--- src/rtl/lsu_pkg.sv ---
// Shared constants and types for the RV32I load/store unit.
package lsu_pkg;

  localparam logic [2:0] F3_B  = 3'b000;
  localparam logic [2:0] F3_H  = 3'b001;
  localparam logic [2:0] F3_W  = 3'b010;
  localparam logic [2:0] F3_BU = 3'b100;
  localparam logic [2:0] F3_HU = 3'b101;

  localparam logic [3:0] BE_NONE    = 4'b0000;
  localparam logic [3:0] BE_BYTE    = 4'b0001;
  localparam logic [3:0] BE_HALF_LO = 4'b0011;
  localparam logic [3:0] BE_HALF_HI = 4'b1100;
  localparam logic [3:0] BE_WORD    = 4'b1111;

  typedef enum logic [1:0] {
    IDLE = 2'd0,
    REQ  = 2'd1,
    WAIT = 2'd2,
    RESP = 2'd3
  } lsu_state_e;

endpackage

--- src/rtl/lsu_align.sv ---
// Combinational lane formatting: store byte enables/replication and
// legality checks on the request side, load extraction on the response side.
module lsu_align
  import lsu_pkg::*;
(
  input  logic        req_we,
  input  logic [2:0]  req_funct3,
  input  logic [1:0]  req_addr_lo,
  input  logic [31:0] req_wdata,
  output logic [3:0]  req_be,
  output logic [31:0] req_wdata_lane,
  output logic        req_misaligned,
  output logic        req_illegal,
  input  logic [2:0]  rsp_funct3,
  input  logic [1:0]  rsp_addr_lo,
  input  logic [31:0] rsp_rdata,
  output logic [31:0] rsp_data
);

  logic [7:0]  ld_byte;
  logic [15:0] ld_half;

  always_comb begin
    req_be         = BE_NONE;
    req_wdata_lane = '0;
    req_misaligned = 1'b0;
    case (req_funct3[1:0])
      2'b00: begin
        req_be         = BE_BYTE << req_addr_lo;
        req_wdata_lane = {4{req_wdata[7:0]}};
      end
      2'b01: begin
        req_be         = req_addr_lo[1] ? BE_HALF_HI : BE_HALF_LO;
        req_wdata_lane = {2{req_wdata[15:0]}};
        req_misaligned = req_addr_lo[0];
      end
      2'b10: begin
        req_be         = BE_WORD;
        req_wdata_lane = req_wdata;
        req_misaligned = (req_addr_lo != 2'b00);
      end
      default: ;
    endcase
    // Loads always fetch the whole word; lanes are picked on the way back.
    if (!req_we) begin
      req_be         = BE_NONE;
      req_wdata_lane = '0;
    end
    if (req_we)
      req_illegal = req_funct3[2] || (req_funct3[1:0] == 2'b11);
    else
      req_illegal = (req_funct3 == 3'b011) || (req_funct3 == 3'b110) || (req_funct3 == 3'b111);
  end

  always_comb begin
    ld_byte  = rsp_rdata[{rsp_addr_lo, 3'b000} +: 8];
    ld_half  = rsp_rdata[{rsp_addr_lo[1], 4'b0000} +: 16];
    rsp_data = '0;
    case (rsp_funct3)
      F3_B:    rsp_data = {{24{ld_byte[7]}}, ld_byte};
      F3_BU:   rsp_data = {24'd0, ld_byte};
      F3_H:    rsp_data = {{16{ld_half[15]}}, ld_half};
      F3_HU:   rsp_data = {16'd0, ld_half};
      F3_W:    rsp_data = rsp_rdata;
      default: rsp_data = '0;
    endcase
  end

endmodule

--- src/rtl/rv32i_lsu.sv ---
// RV32I load/store unit: one op at a time from execute to a word-wide
// valid/grant/response data bus, with misalign, bus-error and timeout reporting.
//
// state | meaning
// IDLE  | core_ready high, waiting for an op
// REQ   | bus_req high, bus fields held until grant
// WAIT  | granted, waiting for bus_rvalid
// RESP  | one-cycle rsp_valid pulse
module rv32i_lsu
  import lsu_pkg::*;
#(
  parameter int unsigned TIMEOUT_CYCLES = 255
) (
  input  logic        clk,
  input  logic        reset,
  input  logic        core_valid,
  output logic        core_ready,
  input  logic        core_we,
  input  logic [2:0]  core_funct3,
  input  logic [31:0] core_addr,
  input  logic [31:0] core_wdata,
  output logic        rsp_valid,
  output logic [31:0] rsp_rdata,
  output logic        rsp_err,
  output logic        bus_req,
  input  logic        bus_gnt,
  output logic [31:0] bus_addr,
  output logic        bus_we,
  output logic [3:0]  bus_be,
  output logic [31:0] bus_wdata,
  input  logic        bus_rvalid,
  input  logic [31:0] bus_rdata,
  input  logic        bus_err
);

  lsu_state_e  state_q, state_d;
  logic        we_q;
  logic [2:0]  f3_q;
  logic [1:0]  alo_q;
  logic [31:0] addr_q, wdata_q;
  logic [3:0]  be_q;
  logic        rsp_err_q, rsp_err_d, rsp_load;
  logic [31:0] rsp_rdata_q, rsp_rdata_d;
  logic [31:0] tmo_cnt_q;
  logic        tmo_hit, handshake, op_bad;
  logic [3:0]  req_be;
  logic [31:0] req_wdata_lane, ld_data;
  logic        req_misaligned, req_illegal;

  lsu_align u_align (
    .req_we         (core_we),
    .req_funct3     (core_funct3),
    .req_addr_lo    (core_addr[1:0]),
    .req_wdata      (core_wdata),
    .req_be         (req_be),
    .req_wdata_lane (req_wdata_lane),
    .req_misaligned (req_misaligned),
    .req_illegal    (req_illegal),
    .rsp_funct3     (f3_q),
    .rsp_addr_lo    (alo_q),
    .rsp_rdata      (bus_rdata),
    .rsp_data       (ld_data)
  );

  assign handshake = core_valid && (state_q == IDLE);
  assign op_bad    = req_misaligned || req_illegal;
  // Fires on the TIMEOUT_CYCLES-th cycle spent in REQ+WAIT.
  assign tmo_hit   = (TIMEOUT_CYCLES != 0) && ((tmo_cnt_q + 32'd1) == TIMEOUT_CYCLES);

  always_ff @(posedge clk) begin
    if (reset) state_q <= IDLE;
    else       state_q <= state_d;
  end

  always_comb begin
    state_d     = state_q;
    rsp_load    = 1'b0;
    rsp_err_d   = 1'b0;
    rsp_rdata_d = '0;
    case (state_q)
      IDLE: begin
        if (core_valid) begin
          if (op_bad) begin
            state_d   = RESP;
            rsp_load  = 1'b1;
            rsp_err_d = 1'b1;
          end else begin
            state_d = REQ;
          end
        end
      end
      REQ: begin
        if (tmo_hit) begin
          state_d   = RESP;
          rsp_load  = 1'b1;
          rsp_err_d = 1'b1;
        end else if (bus_gnt) begin
          state_d = WAIT;
        end
      end
      WAIT: begin
        if (bus_rvalid) begin
          state_d     = RESP;
          rsp_load    = 1'b1;
          rsp_err_d   = bus_err;
          rsp_rdata_d = (bus_err || we_q) ? 32'd0 : ld_data;
        end else if (tmo_hit) begin
          state_d   = RESP;
          rsp_load  = 1'b1;
          rsp_err_d = 1'b1;
        end
      end
      RESP:    state_d = IDLE;
      default: state_d = IDLE;
    endcase
  end

  always_comb begin
    core_ready = (state_q == IDLE);
    bus_req    = (state_q == REQ);
    rsp_valid  = (state_q == RESP);
    rsp_err    = rsp_valid && rsp_err_q;
    rsp_rdata  = rsp_valid ? rsp_rdata_q : 32'd0;
  end

  always_ff @(posedge clk) begin
    if (reset) begin
      we_q        <= 1'b0;
      f3_q        <= '0;
      alo_q       <= '0;
      addr_q      <= '0;
      be_q        <= '0;
      wdata_q     <= '0;
      rsp_err_q   <= 1'b0;
      rsp_rdata_q <= '0;
      tmo_cnt_q   <= '0;
    end else begin
      if (handshake) begin
        we_q    <= core_we;
        f3_q    <= core_funct3;
        alo_q   <= core_addr[1:0];
        addr_q  <= {core_addr[31:2], 2'b00};
        be_q    <= req_be;
        wdata_q <= req_wdata_lane;
      end
      if (rsp_load) begin
        rsp_err_q   <= rsp_err_d;
        rsp_rdata_q <= rsp_rdata_d;
      end
      if (state_q == REQ || state_q == WAIT) tmo_cnt_q <= tmo_cnt_q + 32'd1;
      else                                   tmo_cnt_q <= '0;
    end
  end

  assign bus_addr  = addr_q;
  assign bus_we    = we_q;
  assign bus_be    = be_q;
  assign bus_wdata = wdata_q;

endmodule

--- config.mk ---
export PLATFORM = sky130hd
export DESIGN_NAME = rv32i_lsu
export DESIGN_NICKNAME = d
export VERILOG_FILES = /design/src/rtl/lsu_pkg.sv /design/src/rtl/lsu_align.sv /design/src/rtl/rv32i_lsu.sv
export SDC_FILE = /design/constraint.sdc
export NUM_CORES = 1
export LEC_CHECK = 0
export ABC_AREA = 1
export CAP_MARGIN = 0
export CELL_PAD_IN_SITES_DETAIL_PLACEMENT = 0
export CELL_PAD_IN_SITES_GLOBAL_PLACEMENT = 1
export CORE_ASPECT_RATIO = 1.4
export CORE_MARGIN = 2
export CORE_UTILIZATION = 36
export CTS_CLUSTER_DIAMETER = 200
export DETAILED_ROUTE_END_ITERATION = 12
export PLACE_DENSITY_LB_ADDON = 0.1
export SLEW_MARGIN = 10
export SYNTH_ARGS = -nofsm -noshare
export SYNTH_HDL_FRONTEND = slang
export SYNTH_SLANG_ARGS = --single-unit
--- constraint.sdc ---
create_clock -name clk -period 5.5 [get_ports clk]
set_clock_uncertainty 0.15 [all_clocks]
set_input_delay 1.1 -clock clk [delete_from_list [all_inputs] [get_ports clk]]
set_output_delay 1.1 -clock clk [all_outputs]
set_load 0.01 [all_outputs]
==> flow_metrics.tcl <==
set metrics [dict create \
    rr_endpoint "rsp_rdata_q[12]$_SDFFE_PP0P_" \
    seq_area_frac_synth 0.363 \
    synth.distinct_cells 40 \
    cts_tree "done" \
    clkSinkCount 139 \
    cap_violations 0 \
    highest_layer "met4" \
    fin_crit_sh 0.656 \
    cts_root_buf "clkbuf_16" \
    utilization 0.499 \
    rr_startpoint "tmo_cnt_q[1]$_SDFF_PP0_" \
    min_path_type "reg -> reg" \
    end_kind "register" \
    diodes 0 \
    final_common_cell "nand2_1" \
    fin_cells 1677 \
    drt_iter0_drc 368 \
    wl_um 23400 \
    grtUsageTotal 0.211 \
    place_congestion 0.873 \
    path_max_fanout 38 \
    setup.worst_path.class "in -> reg" \
    crit_path_start "core_funct3[1]" \
    grt_pass1_wl_um 38000 \
    slew_violations 0 \
    clockBufferDepth 2 \
    ir_drop_uv 234 \
    cts_buffers 17 \
    cts_resized 0 \
    syn_inst 1227 \
    tightest_slew_ns 1.01 \
    clk_latency_ns 0.43 \
    layout-drive-gt1-share 0.0628 \
    wl_met3_um 1520 \
    final_nets 1520 \
    cts.clk_slew.worst_paths_ns 0.06 \
    worstPathArrival_ns 3.78 \
    cp-start-kind "input port" \
    io_buffers 208 \
    area_growth_pct 37.0 \
    grt-ovfl-total 0 \
    slew_headroom 0.321 \
    dp.cells 1645 \
    hold_violations 0 \
    cts_max_level 4 \
    drc 0 \
    vias 7989 \
    grt_pass1_vias 7627 \
    dp_hpwl_um 17200 \
    drt-pass1-iter-count 5 \
    postCtsSetupBuffers 0 \
    rsz0062_at_grt "false" \
    outcome "finished clean" \
    layout_common_cells "380 x nand2_1, 208 x clkdlybuf4s50_1, 188 x nor2_1" \
    start_util 0.364 \
    core_um2 21000 \
    dieArea_um2 22500 \
    cellPowerDensity_nw_per_um2 365 \
    syn_area_um2 7660 \
    setup_viol 0 \
    crit_required_ns 5.67 \
    grt_antenna_before_repair 0 \
    rr_worst_depth 16 \
    p_leak_nw 4.44 \
    period_minus_slack_ns 3.61 \
    route.met2.wl_um 11400 \
    fp.dieH_um 177 \
    pin_count 211 \
    avgRoutedWirePerCell_um 14.0 \
    setup_tns_ns 0 \
    yosysWarningCount 0 \
    avgSynthCellArea_um2 6.24 \
    grt_max_degree 75 \
    postCtsHoldBufs 0 \
    fmax_mhz 277 \
    critPathCapture "rsp_rdata_q[12]$_SDFFE_PP0P_" \
    die_w_um 127 \
    hold_ws_ns 0.314 \
    m1WireLength_um 10100 \
    row_count 63 \
    ys_ff_latch 139 \
    regToRegSetupSlack_ns 2.06 \
    vias_per_cell 4.76 \
    ant_nets 0 \
]
## Yosys cell counts, drive strengths merged
| library cell | instances | share of area |
|---|---|---|
| conb | 1 | 0.00049 |
| nor3 | 3 | 0.0020 |
| clkinv | 2 | 0.00098 |
| inv | 130 | 0.064 |
| o21ai | 99 | 0.065 |
| ha | 10 | 0.016 |
| o221ai | 7 | 0.0080 |
| xor2 | 4 | 0.0046 |
| o21a | 1 | 0.00098 |
| and2 | 1 | 0.00082 |
| dfxtp | 139 | 0.36 |
| o21bai | 1 | 0.00098 |
| buf | 18 | 0.018 |
| nand4 | 5 | 0.0041 |
| xnor2 | 2 | 0.0023 |
| a21oi | 95 | 0.071 |
| o31ai | 1 | 0.00098 |
| nor2 | 200 | 0.11 |
| nand3b | 11 | 0.011 |
| or2 | 4 | 0.0033 |
| nand3 | 54 | 0.035 |
| clkbuf | 44 | 0.022 |
| o2111ai | 1 | 0.0011 |
| o22ai | 4 | 0.0033 |
| nand2 | 388 | 0.19 |
| mux2i | 1 | 0.0013 |
| nor4 | 1 | 0.00082 |
## worst max-delay path, stage by stage
cell	delay (ns)
clkdlybuf4s50_1	0.49
inv_1	0.11
ha_1	0.42
a21oi_1	0.12
o21ai_0	0.28
nand2_1	0.11
inv_1	0.07
nor2_1	0.05
nand2_2	0.49
buf_12	0.29
nand3_1	0.10
nand2_1	0.10
nor2_1	0.04
## registers in the layout, indices dropped and copies added, names as in the netlist
name         flops
rsp_rdata_q     32
bus_be           4
f3_q             3
tmo_cnt_q       32
alo_q            2
bus_we           1
rsp_err_q        1
bus_wdata       32
state_q          2
bus_addr        30
## worst min-delay path by stage
| stage | start | to | slack (ns) | depth (start not counted) |
|---|---|---|---|---|
| after floorplan | tmo_cnt_q[0]$_SDFF_PP0_ | tmo_cnt_q[0]$_SDFF_PP0_ | 0.29 | 1 |
| after global placement | bus_wdata[19]$_SDFFE_PP0P_ | bus_wdata[19]$_SDFFE_PP0P_ | 0.30 | 2 |
| after detailed placement | bus_wdata[29]$_SDFFE_PP0P_ | bus_wdata[29]$_SDFFE_PP0P_ | 0.31 | 2 |
| after CTS | bus_wdata[29]$_SDFFE_PP0P_ | bus_wdata[29]$_SDFFE_PP0P_ | 0.32 | 2 |
| after global routing | bus_wdata[3]$_SDFFE_PP0P_ | bus_wdata[3]$_SDFFE_PP0P_ | 0.34 | 2 |
| final | bus_wdata[19]$_SDFFE_PP0P_ | bus_wdata[19]$_SDFFE_PP0P_ | 0.31 | 2 |
## power breakdown
part | switching (mW) | internal [mW] | total [mW]
Sequential | 0.138 | 1.20 | 1.34
Clock | 0.457 | 0.752 | 1.21
Combinational | 0.738 | 0.539 | 1.28
Total | 1.33 | 2.50 | 3.83
## kinds of logic (layout without fill, tap and decap cells)
family	Yosys count	count (layout)	share of synthesized area
other	1	2	0.000489
DFF	139	139	0.363
and+or+nand+nor	667	667	0.357
adders and majority gates	10	10	0.0163
buffers and inverters	194	383	0.104
AOI/OAI and AO/OA	209	209	0.151
muxes	1	1	0.00131
xor gates and xnor gates	6	6	0.00686
## metal layers
layer	vias to the layer above	GRT usage
met2	195	0.352
met1	3569	0.254
met5	-	0
met4	0	0.0733
li1	4193	-
met3	32	0.0671
## area by class of cell
class	count	area (um2)
clock inverters	9	136
flip-flops and latches	139	2780
well taps	260	325
inverters	132	495
clock buffers	23	478
multi-input cells	895	4100
fillers	2219	10600
repair buffers	219	2180
## through the flow
step	instance area, um2	setup slack, ns	total power, mW
floorplan	7670	2.74	2.17
global placement	9880	1.54	2.65
detailed placement	9880	1.45	2.65
CTS	10500	1.90	3.87
global route	10500	1.58	4.09
finish	10500	1.89	3.83
Note: power is estimated with default switching activity, not from simulation.
